==> src/rtl/mul_pipe_stage.sv <==
// Two-stage multiply pipeline with valid/ready handshake. Stage 1 takes operand
// magnitudes and the result sign. Stage 2 restores the sign and selects the half.

module mul_array #(
    parameter int L = 16
) (
    input  logic [L-1:0] x,
    input  logic [L-1:0] y,
    output logic [L-1:0] lo,
    output logic [L-1:0] hi
);
    // Row i holds the running sum of partial products 0..i.
    logic [L-1:0][2*L-1:0] acc;

    assign acc[0] = y[0] ? {{L{1'b0}}, x} : '0;

    for (genvar i = 1; i < L; i++) begin : g_row
        assign acc[i] = acc[i-1] + (y[i] ? ({{L{1'b0}}, x} << i) : '0);
    end

    assign {hi, lo} = acc[L-1];
endmodule

module mul_pipe_stage #(
    parameter int L = 16
) (
    input  logic         clk,
    input  logic         rst_n,
    input  logic         in_valid,
    output logic         in_ready,
    input  logic [1:0]   op,
    input  logic [L-1:0] a,
    input  logic [L-1:0] b,
    input  logic         flush,
    output logic         out_valid,
    input  logic         out_ready,
    output logic [L-1:0] result,
    output logic         busy
);
    localparam logic [1:0] OP_MUL    = 2'b00;
    localparam logic [1:0] OP_MULH   = 2'b01;
    localparam logic [1:0] OP_MULHSU = 2'b10;

    logic         s1_valid, s2_valid, s1_neg;
    logic [1:0]   s1_op;
    logic [L-1:0] s1_a, s1_b;

    logic         s2_load, accept;
    logic         a_neg, b_neg;
    logic [L-1:0] a_mag, b_mag;
    logic [L-1:0] r1, r2;
    logic [2*L-1:0] prod, prod_signed;
    logic [L-1:0] res_next;

    assign s2_load  = !s2_valid || out_ready;
    assign in_ready = rst_n && !flush && (!s1_valid || s2_load);
    assign accept   = in_valid && in_ready;

    // The most-negative value negates to itself, which read unsigned is its magnitude.
    always_comb begin
        a_neg = a[L-1] && ((op == OP_MULH) || (op == OP_MULHSU));
        b_neg = b[L-1] && (op == OP_MULH);
        a_mag = a_neg ? (~a + L'(1)) : a;
        b_mag = b_neg ? (~b + L'(1)) : b;
    end

    mul_array #(.L(L)) u_core (
        .x  (s1_a),
        .y  (s1_b),
        .lo (r1),
        .hi (r2)
    );

    always_comb begin
        prod        = {r2, r1};
        prod_signed = s1_neg ? (~prod + (2*L)'(1)) : prod;
        res_next    = (s1_op == OP_MUL) ? prod_signed[L-1:0] : prod_signed[2*L-1:L];
    end

    always_ff @(posedge clk or negedge rst_n) begin
        if (!rst_n) begin
            s1_valid <= 1'b0;
            s1_a     <= '0;
            s1_b     <= '0;
            s1_neg   <= 1'b0;
            s1_op    <= '0;
        end else if (flush) begin
            s1_valid <= 1'b0;
        end else if (accept) begin
            s1_valid <= 1'b1;
            s1_a     <= a_mag;
            s1_b     <= b_mag;
            s1_neg   <= a_neg ^ b_neg;
            s1_op    <= op;
        end else if (s2_load) begin
            s1_valid <= 1'b0;
        end
    end

    // The result register only changes when a real operation moves in.
    always_ff @(posedge clk or negedge rst_n) begin
        if (!rst_n) begin
            s2_valid <= 1'b0;
            result   <= '0;
        end else if (flush) begin
            s2_valid <= 1'b0;
        end else if (s2_load) begin
            s2_valid <= s1_valid;
            if (s1_valid) result <= res_next;
        end
    end

    assign out_valid = s2_valid;
    assign busy      = s1_valid || s2_valid;
endmodule

==> config.mk <==
export PLATFORM = sky130hd
export DESIGN_NAME = mul_pipe_stage
export DESIGN_NICKNAME = d
export VERILOG_FILES = /design/src/rtl/mul_pipe_stage.sv
export SDC_FILE = /design/constraint.sdc
export NUM_CORES = 1
export LEC_CHECK = 0
export BUFFER_PORTS_ARGS = -buffer_cell sky130_fd_sc_hd__clkbuf_2
export CAP_MARGIN = 25
export CORE_AREA = 5 5 172 174
export DETAILED_ROUTE_END_ITERATION = 16
export DIE_AREA = 0 0 177 179
export HOLD_SLACK_MARGIN = 0.15
export PLACE_DENSITY = 0.6
export SLEW_MARGIN = 20
export SYNTH_ARGS = -nofsm -noshare
export SYNTH_HDL_FRONTEND = slang
export SYNTH_SLANG_ARGS = --single-unit
export TNS_END_PERCENT = 10
==> constraint.sdc <==
create_clock -name clk -period 16.6 [get_ports clk]
set_input_delay 0 -clock clk [delete_from_list [all_inputs] [get_ports clk]]
set_output_delay 0 -clock clk [all_outputs]
set_load 0.005 [all_outputs]
Word level (Yosys, flattened, before mapping)
Cells that the tools add are included.

cells by class
  add/subtract/negate cells = 18
  multipliers = 0
  divide/modulo/power cells = 0
  order comparisons = 0
  eq/ne operators = 2
  shift operators = 0
  multiplexer cells = 25
  bitwise logic cells = 5
  reductions and logical operators = 17

operators by type and width
  cell                     number
  $add A32 B32 Y32         12
  $mux W16                 4
  $add A16 B1 Y16 const B  2
  $add A32 B1 Y32 const B  1
  $add A32 B29 Y32         1
  $add A32 B30 Y32         1
  $add A32 B31 Y32         1
  $mux W32                 1
  $not A16 Y16             2
  $not A32 Y32             1
  $mux W31                 1
  $mux W30                 1
  $mux W29                 1
  $mux W28                 1
  $mux W27                 1
  $mux W26                 1
  $mux W25                 1
  $mux W24                 1
  $mux W23                 1
  $mux W22                 1
  $mux W21                 1
  $mux W20                 1
  $mux W19                 1
  $mux W18                 1
  14 further kinds         27

word-level totals
  register bits = 53
  bits in latches = 0
  memory bits (writable) = 0
  ROM bits = 0
  input bits = 39
  output and inout bits = 19
  memories = 0

Logic depth before layout (Yosys ltp)
  depth after elaboration = 20
  depth in mapped cells = 25

Modules after synthesis
Synthesis repeated with hierarchy kept, for this count alone.

second synthesis, totals
  cell total of the unflattened synthesis = 1311
  area, all modules = 11514.8 µm²

by module, submodules not included
  module          times used  cells an instance  area an instance (µm²)  seq. area each (µm²)
  mul_array       1           907                8126.5                  0.0
  mul_pipe_stage  1           404                3388.2                  1326.3

Worst setup path before layout
No wires, ideal clock.

  path type = register to register
  from = reg s1_b[11]
  to = reg result[15]
  setup time = 0.138 ns
  arrival = 6.865 ns
  slack = 9.597 ns
  stages on the path, launching flop included = 24
  path buffers = 2
  clock period less this slack = 7.003 ns
  cell sequence = dfrtp_1 clkbuf_1 clkbuf_1 nand2_1 fa_1 inv_1 fa_1 fa_1 fa_1 fa_1 inv_1 fa_1 inv_1 ha_1 a21oi_1 o21ai_0 a22o_1 or4_1 a32oi_1 nand4_2 or4_4 o41ai_4 xnor2_1 o221ai_1

between the ends
  longest elaborated chain between the ends = 10

ends and longest elaborated chain
  element                            RTL line  text
  start, declared                    46        logic [L-1:0] s1_a, s1_b;
  start signal, assigned             92        s1_b <= b_mag;
  $mux W27 (*)                       18        assign acc[i] = acc[i-1] + (y[i] ? ({{L{1'b0}}, x} << i) : '0);
  $add A32 B32 Y32 (*) (2 in a row)  18
  $add A32 B29 Y32 (*)               18
  $add A32 B30 Y32 (*)               18
  $add A32 B31 Y32 (*)               18
  $not A32 Y32                       76        prod_signed = s1_neg ? (~prod + (2*L)'(1)) : prod;
  $add A32 B1 Y32                    76
  $mux W32 (*)                       76
  $mux W16 (*)                       77        res_next = (s1_op == OP_MUL) ? prod_signed[L-1:0] : prod_signed[2*L-1:L];
  end signal, assigned               109       if (s1_valid) result <= res_next;
  end, declared                      37        output logic [L-1:0] result,

Mark *: on every way between the ends. The rest lies on a longest branch, timed or not.
A chain may end at the register's enable or synchronous reset.

Worst setup path after layout
  from = reg s1_a[11]
  to = reg result[15]

between the ends
  longest elaborated chain between the ends = 20

ends and longest elaborated chain
  element                                      RTL line  text
  start, declared                              46
  start signal, assigned                       91        s1_a <= a_mag;
  $mux W16 / $mux W17 (equally long branches)  15, 18
  $add A32 B32 Y32 (12 in a row)               18
  $add A32 B29 Y32                             18
  $add A32 B30 Y32                             18
  $add A32 B31 Y32 (*)                         18
  $not A32 Y32                                 76
  $add A32 B1 Y32                              76
  $mux W32 (*)                                 76
  $mux W16 (*)                                 77

Marked as above.

==> metrics.json <==
{
  "wl_per_cell_um": 18.5,
  "synth_seq_cells": 53,
  "finalWorstPathRequiredPeriod_ns": 7.77,
  "grt_start_max_net_pins": 71,
  "top_level_ports": 58,
  "timing.setup.tns_ns": 0,
  "multi_input_area_um2": 9650,
  "cts_max_level": 2,
  "synth_area_per_cell_um2": 8.60,
  "die_width_um": 177,
  "dp_slack_ns": 8.91,
  "worst-endpoint-arrival_ns": 7.94,
  "hpwl_um": 26600,
  "detail_route.drc_violations": 0,
  "synthToLayoutAreaGrowth_pct": 8.68,
  "synthCells": 1394,
  "drt_first_iter_violations": 704,
  "mappedNetlistArea_um2": 12000,
  "grt_setup_unrepaired": "false",
  "worst_ep_required_time_ns": 16.78,
  "count_of_different_cell_masters_after_synthesis": 77,
  "timing.critical_path.to_type": "flop",
  "floorplan.core_area_um2": 27600,
  "cts_sinks": 53,
  "initial_utilization": 0.434,
  "setup_slack_ns": 8.83,
  "floorplan.rows": 61,
  "number_of_synthesized_flops_with_an_enable_pin": 0,
  "antenna_violations_before_repair": 0,
  "finalClockSkew_ns": 0.00608,
  "achievable_clock_frequency_mhz": 129,
  "synth_async_reset_ratio": 1.00,
  "nNetsFinal": 1775,
  "clock_tree.root_cell": "sky130_fd_sc_hd__clkbuf_16",
  "prevailing_post_synth_register_cell": "sky130_fd_sc_hd__dfrtp_1",
  "clk_pin_slew_ns": 0.08,
  "die_h_um": 179,
  "tritoncts_clock_tree": "built",
  "critPathLaunchType": "flop",
  "num_antenna_cells": 0,
  "worstSkewPairLatency_ns": 0.31,
  "layout_cell_share_with_drive_strength_beyond_1": 0.0688,
  "worstSetupPathType": "flop to flop",
  "maxCapViolCount": 0,
  "nFillCells": 2758,
  "combined_global_route_utilization_of_all_metal_layers": 0.220,
  "final-max-slew-violation-count": 0,
  "first_pass_grt_wire_length_um": 55000,
  "seqCellArea_um2": 1330,
  "detailroute.via_count": 9774,
  "gpl_wtd_cong": 0.891,
  "hold_removal_path_class": "input pin to flop",
  "postRouteWirelength_um": 33600,
  "io_buffers": 57,
  "timing.final.hold_violations": 0,
  "maxSlewHeadroom": 0.418,
  "synth-warning-count": 0,
  "yosysSeqAreaShare": 0.111,
  "cts_repair_resize_count": 0,
  "worstPathMaxFanout": 17,
  "syn-num-nets": 1730,
  "antenna_left": 0,
  "final_setup_violating_endpoints": 0,
  "result_of_the_run": "complete, no violations",
  "vias_in_the_first_global_route": 10217,
  "clk_path_buf_depth": 2,
  "cts-buffers-inserted": 5,
  "die-area_um2": 31700,
  "timing.final.crit_share": 0.468,
  "grt-ovfl-total": 0,
  "routed_via_density": 5.38,
  "worst_slew_pin_slew_ns": 0.872,
  "drt_pass1_iterations": 5
}
-- layout make-up --
class	instances	share of cell area
timing repair buffer	100	0.0540
sequential	53	0.102
clock buffer	7	0.0102
multi-input combinational	1084	0.741
tap	378	0.0363
inverter	195	0.0562
clock inverter	1	0.000577
-- sequential cells by signal, indices dropped and copies added (netlist names) --
register and cells:
result 16, s1_a 16, s1_b 16, s1_op 2, out_valid 1, s1_neg 1, s1_valid 1
-- per-layer routing --
metal | wire length (um) | track usage
met1 | 14500 | 0.303
met2 | 16000 | 0.369
met3 | 2320 | 0.0287
met4 | 775 | 0.0567
met5 | 0 | 0
-- worst max-delay path: stages, from the launching register on --
cell and delay (ns):
sky130_fd_sc_hd__dfrtp_1 0.65, sky130_fd_sc_hd__and2_1 0.33, sky130_fd_sc_hd__fa_1 0.54, sky130_fd_sc_hd__inv_1 0.06, sky130_fd_sc_hd__fa_1 0.53, sky130_fd_sc_hd__fa_1 0.52, sky130_fd_sc_hd__inv_1 0.05, sky130_fd_sc_hd__fa_1 0.47
sky130_fd_sc_hd__fa_1 0.55, sky130_fd_sc_hd__inv_1 0.06, sky130_fd_sc_hd__fa_1 0.59, sky130_fd_sc_hd__inv_1 0.06, sky130_fd_sc_hd__ha_1 0.38, sky130_fd_sc_hd__nand2_1 0.18, sky130_fd_sc_hd__o31ai_1 0.61, sky130_fd_sc_hd__o22ai_1 0.14
sky130_fd_sc_hd__a21oi_1 0.18, sky130_fd_sc_hd__xnor2_1 0.29, sky130_fd_sc_hd__nand4_2 0.27, sky130_fd_sc_hd__or4_4 0.51, sky130_fd_sc_hd__o41ai_4 0.35, sky130_fd_sc_hd__xnor2_1 0.16, sky130_fd_sc_hd__o221ai_1 0.15
-- path summary, 6_finish.rpt --
check / slack [ns] / startpoint / cells past startpoint / end
worst min-delay path: 0.16 / b[1] / 3 / s1_b[1]$_DFFE_PN0P_
worst max register to register: 8.83 / s1_a[11]$_DFFE_PN0P_ / 22 / result[15]$_DFFE_PN0P_
worst max-delay path: 8.83 / s1_a[11]$_DFFE_PN0P_ / 22 / result[15]$_DFFE_PN0P_
max in group asynchronous: 15.71 / rst_n / 3 / s1_b[10]$_DFFE_PN0P_
min in group asynchronous: 0.38 / rst_n / 3 / s1_op[1]$_DFFE_PN0P_
worst min register to register: 0.48 / result[6]$_DFFE_PN0P_ / 2 / result[6]$_DFFE_PN0P_
-- layout by cell type, fill, tap and decap left out, drive strengths merged, types with 52 or more instances in the layout --
master and count:
and2 113, clkbuf 64, dfrtp 53, fa 198, ha 99, inv 195
nand2 256, nor2 52, o21ai 86
-- timing repair --
action / 4_1_cts / 5_1_grt
buffers inserted: 0 / 0
endpoints found under the hold margin: 86 / 0
hold buffers: 38 / 0
-- Yosys cell counts, types with 4 or more instances --
master,n,area (um^2)
sky130_fd_sc_hd__a21oi_1,37,185
sky130_fd_sc_hd__nor2b_1,4,25.0
sky130_fd_sc_hd__clkbuf_8,4,55.1
sky130_fd_sc_hd__o221ai_1,6,52.6
sky130_fd_sc_hd__dfrtp_1,53,1330
sky130_fd_sc_hd__inv_1,195,732
sky130_fd_sc_hd__nand2b_1,9,56.3
sky130_fd_sc_hd__and2_1,112,701
sky130_fd_sc_hd__o211ai_1,6,45.0
sky130_fd_sc_hd__o21ai_1,7,35.0
sky130_fd_sc_hd__a211oi_1,9,67.6
sky130_fd_sc_hd__a31oi_1,6,37.5
sky130_fd_sc_hd__or3_1,8,50.1
sky130_fd_sc_hd__nand4_1,7,43.8
sky130_fd_sc_hd__clkbuf_1,57,214
sky130_fd_sc_hd__nand2_1,256,961
sky130_fd_sc_hd__nor3_1,12,60.1
sky130_fd_sc_hd__xnor2_1,34,298
sky130_fd_sc_hd__nor2_1,52,195
sky130_fd_sc_hd__nand3_1,17,85.1
sky130_fd_sc_hd__fa_1,198,3960
sky130_fd_sc_hd__xor2_1,24,210
sky130_fd_sc_hd__o31ai_1,14,105
sky130_fd_sc_hd__or4_1,9,67.6
sky130_fd_sc_hd__and4_1,4,35.0
sky130_fd_sc_hd__o21ai_0,78,390
sky130_fd_sc_hd__o41ai_1,5,43.8
sky130_fd_sc_hd__o21a_1,5,37.5
sky130_fd_sc_hd__ha_1,99,1240
-- logic make-up after synthesis --
group                    share of synthesized area
AND/OR/NAND/NOR                              0.204
flip-flops                                   0.111
AO/OA/AOI/OAI                                0.121
adder cells (fa/ha/maj)                      0.434
buffers and inverters                       0.0844
multiplexers                               0.00272
XOR/XNOR                                    0.0424
-- stage by stage --
| step | utilization | std cells | hold WS [ns] | area (um^2) |
|---|---|---|---|---|
| floorplan | - | 1394 | -0.296 | 12000 |
| global placement | 0.452 | 1772 | 0.188 | 12500 |
| detailed placement | 0.452 | 1772 | 0.194 | 12500 |
| CTS | 0.471 | 1818 | 0.153 | 13000 |
| global route | 0.471 | 1818 | 0.184 | 13000 |
| finish | 0.471 | 1818 | 0.165 | 13000 |
Power is left out: the tool's default activity adds up to more than one toggle a clock period on the data nets, which glitch-free logic cannot reach.
